===== config.mk =====
export PLATFORM = sky130hd
export DESIGN_NAME = muldiv_unit
export DESIGN_NICKNAME = d
export VERILOG_FILES = /design/src/rtl/muldiv_unit.sv
export SDC_FILE = /design/constraint.sdc
export NUM_CORES = 1
export LEC_CHECK = 0
export CAP_MARGIN = 5
export CORE_MARGIN = 2
export CORE_UTILIZATION = 26
export DETAILED_ROUTE_END_ITERATION = 12
export HOLD_SLACK_MARGIN = 0.03
export PLACE_DENSITY = 0.52
export SYNTH_ARGS = -nofsm -noshare
export SYNTH_HDL_FRONTEND = slang
export SYNTH_SLANG_ARGS = --single-unit

===== constraint.sdc =====
create_clock -name clk_i -period 6.2 [get_ports clk_i]
set_input_delay 1.86 -clock clk_i [delete_from_list [all_inputs] [get_ports clk_i]]
set_output_delay 1.86 -clock clk_i [all_outputs]
set_load 0.05 [all_outputs]

===== src/rtl/muldiv_unit.sv =====
// rtl/muldiv_unit.sv - iterative MULT/MULTU/DIV/DIVU unit with fixed latency
module muldiv_unit #(
    parameter int WIDTH = 32
) (
    input  logic             clk_i,
    input  logic             rst_i,
    input  logic             op_valid_i,
    input  logic [1:0]       op_i,
    input  logic [WIDTH-1:0] a_i,
    input  logic [WIDTH-1:0] b_i,
    input  logic             flush_i,
    output logic             busy_o,
    output logic             done_o,
    output logic [WIDTH-1:0] hi_o,
    output logic [WIDTH-1:0] lo_o
);

    localparam int CW = $clog2(WIDTH) + 1;

    typedef enum logic [1:0] {
        S_IDLE = 2'd0,
        S_CALC = 2'd1,
        S_FIX  = 2'd2
    } state_t;

    state_t state;
    state_t state_next;

    // Latched operation: op_i[1] selects divide, op_i[0] selects signed.
    logic             is_div;
    logic             neg_a;
    logic             neg_b;
    logic [WIDTH-1:0] a_raw;
    logic [WIDTH-1:0] b_mag;
    logic [CW-1:0]    count;

    // Shared 2*WIDTH working register: multiplier/product for MUL,
    // {partial remainder, dividend/quotient} for DIV.
    logic [2*WIDTH-1:0] acc;

    logic             accept;
    logic             last_iter;
    logic             in_signed;
    logic [WIDTH-1:0] a_mag_in;
    logic [WIDTH-1:0] b_mag_in;

    logic [WIDTH:0]     mul_sum;
    logic [2*WIDTH-1:0] mul_next;
    logic [WIDTH:0]     div_upper;
    logic [WIDTH:0]     div_diff;
    logic               div_ge;
    logic [2*WIDTH-1:0] div_next;

    logic [2*WIDTH-1:0] prod_fix;
    logic [WIDTH-1:0]   q_mag;
    logic [WIDTH-1:0]   r_mag;
    logic [WIDTH-1:0]   hi_fix;
    logic [WIDTH-1:0]   lo_fix;

    assign accept    = op_valid_i && !flush_i;
    assign last_iter = (count == CW'(WIDTH - 1));
    assign busy_o    = (state != S_IDLE);

    // Magnitudes of the issuing operands; unsigned ops pass straight through.
    assign in_signed = op_i[0];
    assign a_mag_in  = (in_signed && a_i[WIDTH-1]) ? (~a_i + 1'b1) : a_i;
    assign b_mag_in  = (in_signed && b_i[WIDTH-1]) ? (~b_i + 1'b1) : b_i;

    // State register.
    always_ff @(posedge clk_i or negedge rst_i) begin
        if (!rst_i) begin
            state <= S_IDLE;
        end else begin
            state <= state_next;
        end
    end

    // Next-state: a flush anywhere outside IDLE abandons the operation.
    always_comb begin
        state_next = state;
        case (state)
            S_IDLE: begin
                if (accept) begin
                    state_next = S_CALC;
                end
            end
            S_CALC: begin
                if (flush_i) begin
                    state_next = S_IDLE;
                end else if (last_iter) begin
                    state_next = S_FIX;
                end
            end
            S_FIX: begin
                state_next = S_IDLE;
            end
            default: begin
                state_next = S_IDLE;
            end
        endcase
    end

    // One shift-add (multiply) and one restoring shift-subtract (divide) step.
    always_comb begin
        mul_sum   = {1'b0, acc[2*WIDTH-1:WIDTH]} + {1'b0, (acc[0] ? b_mag : {WIDTH{1'b0}})};
        mul_next  = {mul_sum, acc[WIDTH-1:1]};
        div_upper = acc[2*WIDTH-1:WIDTH-1];
        div_ge    = (div_upper >= {1'b0, b_mag});
        div_diff  = div_upper - {1'b0, b_mag};
        div_next  = {(div_ge ? div_diff[WIDTH-1:0] : div_upper[WIDTH-1:0]),
                     acc[WIDTH-2:0], div_ge};
    end

    // Sign correction and divide-by-zero override for the final write.
    always_comb begin
        prod_fix = (neg_a ^ neg_b) ? (~acc + 1'b1) : acc;
        q_mag    = acc[WIDTH-1:0];
        r_mag    = acc[2*WIDTH-1:WIDTH];
        hi_fix   = prod_fix[2*WIDTH-1:WIDTH];
        lo_fix   = prod_fix[WIDTH-1:0];
        if (is_div) begin
            if (b_mag == {WIDTH{1'b0}}) begin
                hi_fix = a_raw;
                lo_fix = {WIDTH{1'b1}};
            end else begin
                hi_fix = neg_a ? (~r_mag + 1'b1) : r_mag;
                lo_fix = (neg_a ^ neg_b) ? (~q_mag + 1'b1) : q_mag;
            end
        end
    end

    // Operand capture, iteration and result write; hi/lo move only in FIX.
    always_ff @(posedge clk_i or negedge rst_i) begin
        if (!rst_i) begin
            is_div <= 1'b0;
            neg_a  <= 1'b0;
            neg_b  <= 1'b0;
            a_raw  <= '0;
            b_mag  <= '0;
            count  <= '0;
            acc    <= '0;
            done_o <= 1'b0;
            hi_o   <= '0;
            lo_o   <= '0;
        end else begin
            done_o <= 1'b0;
            case (state)
                S_IDLE: begin
                    if (accept) begin
                        is_div <= op_i[1];
                        neg_a  <= in_signed && a_i[WIDTH-1];
                        neg_b  <= in_signed && b_i[WIDTH-1];
                        a_raw  <= a_i;
                        b_mag  <= b_mag_in;
                        count  <= '0;
                        acc    <= {{WIDTH{1'b0}}, a_mag_in};
                    end
                end
                S_CALC: begin
                    if (!flush_i) begin
                        acc   <= is_div ? div_next : mul_next;
                        count <= count + CW'(1);
                    end
                end
                S_FIX: begin
                    if (!flush_i) begin
                        hi_o   <= hi_fix;
                        lo_o   <= lo_fix;
                        done_o <= 1'b1;
                    end
                end
                default: begin
                end
            endcase
        end
    end

endmodule


Word level (Yosys, flattened, before mapping)

Index checks and enable logic that the tools add are counted.

Reduce and logical (&&, ||, !) cells: 12
Equality and inequality tests: 6
Order comparisons: 1
Bitwise operators: 7
Add/sub/neg operators: 8
Multiplexer cells: 24

Operator list:

| operator                                                        | number |
|---|---|
| 32-bit two-way mux                                              | 10 |
| 64-bit two-way mux                                              | 4 |
| 32-bit by 1-bit adder with 32-bit output, second input constant | 4 |
| 32-bit inverter                                                 | 4 |
| 64-bit one-hot mux with 2 select lines                          | 1 |
| 64-bit by 1-bit adder with 64-bit output, second input constant | 1 |
| 64-bit inverter                                                 | 1 |
| 32-bit by 32-bit adder with 33-bit output                       | 1 |
| 33-bit by 32-bit >= comparator with 1-bit output                | 1 |
| 32-bit logical NOT                                              | 1 |
| 32-bit subtractor                                               | 1 |
| 6-bit two-way mux                                               | 2 |
| 6-bit one-hot mux with 2 select lines                           | 1 |
| 6-bit by 1-bit adder with 6-bit output, second input constant   | 1 |
| 6-bit by 5-bit == test with 1-bit output, second input constant | 1 |
| 2-bit two-way mux                                               | 3 |
| 2-bit AND reduction                                             | 3 |
| 2-bit inequality test, second input constant                    | 2 |
| 2-bit one-hot mux with 2 select lines                           | 1 |
| 2-bit nonzero test                                              | 2 |
| 1-bit logical AND                                               | 3 |
| 3-bit inequality test, second input constant                    | 1 |
| 3-bit AND reduction                                             | 1 |
| 2-bit by 1-bit == test with 1-bit output, second input constant | 1 |
| other kinds (6)                                                 | 7 |

Input port bits: 70
Output and inout port bits: 66
Logic and storage cells: 69
Register bits: 204

Depth between registers and ports, before layout

Depth after elaboration: 5
Depth in mapped cells: 14
Mapped depth without buffers: 13

Least setup slack after synthesis

OpenSTA, ideal clock, no wires.

Path type: input -> register
Start point: input port b_i[4]
End point: register b_mag[29]
Buffers on the path: 0
Stages: 8
Setup slack: 2,339 ps
Required time: 6,067 ps
Data arrival time: 3,728 ps
Setup time: 133 ps
Path through: nor4_1 > nand3_1 > nor3_1 > nor2b_1 > nand2_1 > o31ai_1 > xor2_1 > o21ai_0

Longest elaborated chain between the ends: 3

RTL lines:

| what                                     | line | text |
|---|---|---|
| from (decl)                              | 10   | `input logic [WIDTH-1:0] b_i,` |
| 32-bit inverter                          | 67   | `assign b_mag_in = (in_signed && b_i[WIDTH-1]) ? (~b_i + 1'b1) : b_i;` |
| 32-bit by 1-bit adder with 32-bit output | 67   |  |
| 32-bit two-way mux                       | 67   |  |
| to (signal assigned)                     | 154  | `b_mag <= b_mag_in;` |
| to (decl)                                | 34   | `logic [WIDTH-1:0] b_mag;` |

No other way between the ends.
A chain may end at the register's enable or synchronous reset.

Worst setup path in the final report

Start point: input port b_i[2]
End point: register b_mag[29]

Same word-level chain as after synthesis.

==> results.json <==
{
  "setup_viol": 0,
  "status": "finished, final reports clean",
  "dr.first_iter.drc_count": 1092,
  "clk_path_buf_depth": 3,
  "ant_nets": 0,
  "die_width_um": 252,
  "rows": 91,
  "slew_viol_final": 0,
  "fin_crit_ns": 4.35,
  "grt_max_degree": 104,
  "insertion_delay_ns": 0.56,
  "yosysMostFrequentCell": "nand2_1",
  "ys_ff_latch": 204,
  "slowest_delay_ns": 0.71,
  "arrival_ns": 4.73,
  "cap_violations": 0,
  "tritoncts": "done",
  "via_count": 15100,
  "htreeDepth": 1,
  "ctsResizeCount": 0,
  "die-area_mm2": 0.0637,
  "synth_common_cells": "304 x nand2_1, 219 x o21ai_0, 213 x nor2_1",
  "avgRoutedWirePerCell_um": 18.6,
  "n_antenna_cell": 0,
  "grt_usage": 0.168,
  "grt_setup_unrepaired": "false",
  "reg2reg_from": "acc[0]",
  "hold_path_end": "a_raw[30]",
  "dp_hpwl_um": 41300,
  "grt_antenna_before_repair": 0,
  "die_y_um": 252,
  "p_per_area_mw_per_mm2": 411,
  "reg2reg_depth": 13,
  "tightestPinTransition_ns": 1.06,
  "synth_edf_count": 0,
  "p_int_w": 0.00415,
  "r2r-end": "acc[62]",
  "drive_gt1_frac": 0.0501,
  "synth_area_leader_cell": "dfrtp_1",
  "wl_um": 54400,
  "grt_pass1_vias": 14400,
  "cts-hold-fix-buffers": 0,
  "io_pins": 136,
  "gr-total-overflow": 0,
  "worst-path-max-fanout": 6,
  "place_congestion": 0.884,
  "netlist_area_mm2": 0.0160,
  "peakVddDrop_v": 0.000267,
  "clock_skew_ns": 0.0159,
  "yosysSeqAreaShare": 0.318,
  "synthFlopType": "dfrtp_1",
  "crit_path_cell_trace": "clkdlybuf4s50_1 -> nor4_1 -> nand3_1 -> nor3_1 -> nor2b_1 -> nand2_1 -> o31ai_1 -> xor2_1 -> o21ai_0",
  "hold_viol": 0,
  "crit_path_top_delay_cell": "nor4_1",
  "critPathKind": "in2reg",
  "synth_nets": 2215,
  "post-route-drc-count": 0,
  "via_per_inst": 5.15,
  "coreArea_mm2": 0.0614,
  "holdCritStartpoint": "a_raw[30]",
  "synth_cell_types": 73,
  "netlist.area_leader.share": 0.318,
  "power_leakage_nw": 8.29,
  "grt_pass1_wl_um": 84900,
  "tns_ns": 0,
  "syn_inst": 2074,
  "portBuffers": 135,
  "critPathLaunchType": "input port",
  "path_buf_inv": 1,
  "syn_to_final_growth_pct": 18.2,
  "hp-class": "reg2reg",
  "final.period_utilization": 0.701,
  "nNetsFinal": 2259,
  "end_kind": "flop",
  "pwr-share-comb": 0.518,
  "clk_pin_slew_ns": 0.06,
  "seqPwrFrac": 0.275,
  "initial_utilization": 0.261,
  "cp_top_family": "simple AND/OR/NAND/NOR gates",
  "whs_path_depth": 2,
  "required_ns": 6.58,
  "yosysWarningCount": 0,
  "async_flop_share": 1.00,
  "relSlewSlack": 0.293,
  "avgSynthCellArea_um2": 7.73,
  "whs_ns": 0.473,
  "pwr-share-clk": 0.207,
  "fmax_mhz": 230,
  "r2r_setup_slack_ns": 2.14,
  "root_buffer": "clkbuf_16",
  "swShare": 0.467,
  "dr.pass1.iters": 5,
  "p_sw_w": 0.00364,
  "cts_setup_buffers": 0,
  "cts.sinks": 204,
  "numCtsBuffers": 26,
  "yosys-top-cells-area": "dfrtp_1 32%, nand2_1 7.1%, o21ai_0 6.8%, xor2_1 5.8%, ha_1 5.4%"
}
-- power by group through the flow --
stage               combinational [W]  clock (W)  sequential (W)
finish                        0.00404    0.00162         0.00214
global route                  0.00450    0.00170         0.00219
CTS                           0.00401    0.00165         0.00213
detailed placement            0.00400          0         0.00215
global placement              0.00399          0         0.00214
floorplan                     0.00318          0         0.00179
-- kinds of logic (layout without fill, tap and decap cells) --
kind of cell,after synthesis,after routing,synth area share
compound gates,617,617,0.234
xor+xnor,200,200,0.109
fa+ha+maj,71,71,0.0563
buf+inv,200,263,0.0472
flops,204,204,0.318
mux,41,41,0.0259
simple gates,741,741,0.210
-- through the flow --
stage / setup WS, ns / total power [W] / utilization / cells / cell area [um2]
after global placement: 1.37 / 0.00613 / 0.294 / 2880 / 18100
after detailed placement: 1.27 / 0.00615 / 0.294 / 2880 / 18100
after floorplan: 2.34 / 0.00497 / - / 2074 / 16000
after CTS: 1.84 / 0.00779 / 0.309 / 2927 / 19000
final: 1.85 / 0.00779 / 0.309 / 2927 / 19000
after global routing: 1.34 / 0.00838 / 0.309 / 2927 / 19000
-- placed cells by master (no fill, tap or decap), drive strengths merged, types with 11 or more instances in the layout --
cell | synthesis | routed
o31ai | 20 | 20
o41ai | 11 | 11
nand4 | 17 | 17
buf | 14 | 18
inv | 63 | 64
nand3 | 29 | 29
xnor2 | 93 | 93
xor2 | 107 | 107
nor2 | 215 | 215
nand2 | 305 | 305
a31oi | 34 | 34
mux2i | 37 | 37
a21oi | 166 | 166
a21o | 39 | 39
or3 | 19 | 19
o21ai | 227 | 227
dfrtp | 204 | 204
nor3 | 48 | 48
nor4 | 26 | 26
ha | 69 | 69
a221o | 19 | 19
or4 | 15 | 15
nand2b | 14 | 14
clkbuf | 123 | 34
and3 | 13 | 13
clkdlybuf4s50 | 0 | 134
a211oi | 30 | 30
-- flip-flops by register name, summed over array words and instances (netlist names) --
register / flops
b_mag: 32
hi_o: 32
state: 2
count: 6
acc: 64
a_raw: 32
neg_a: 1
done_o: 1
neg_b: 1
lo_o: 32
is_div: 1
-- tightest hold or removal path, cell delays in order (launching register included) --
cell and delay [ns]:
dfrtp_1 0.34, nand2_1 0.05, nand2_1 0.05
-- area by class of cell --
type	count	area, um2
Clock buffer	33	717
Clock inverter	14	190
Fill cell	6592	42400
Inverter	63	236
Multi-Input combinational cell	1670	10200
Sequential cell	204	5110
Tap cell	790	988
Timing Repair Buffer	153	1500
-- worst max-delay path by stage --
stage,end,startpoint,depth (start not counted),slack [ns]
CTS,b_mag[29],b_i[2],9,1.84
detailed placement,b_mag[29],b_i[2],9,1.27
global placement,b_mag[29],b_i[2],9,1.37
finish,b_mag[29],b_i[2],9,1.85
floorplan,b_mag[29],b_i[4],8,2.34
global route,b_mag[29],b_i[2],9,1.34
-- metal layers --
| layer | GRT usage | vias up | routed length (um) |
|---|---|---|---|
| met5 | 0 | - | 0 |
| met4 | 0.0396 | 0 | 1160 |
| li1 | - | 7400 | - |
| met3 | 0.0161 | 64 | 2570 |
| met2 | 0.263 | 427 | 23800 |
| met1 | 0.246 | 7192 | 26800 |
(Power assumes the default switching activity.)
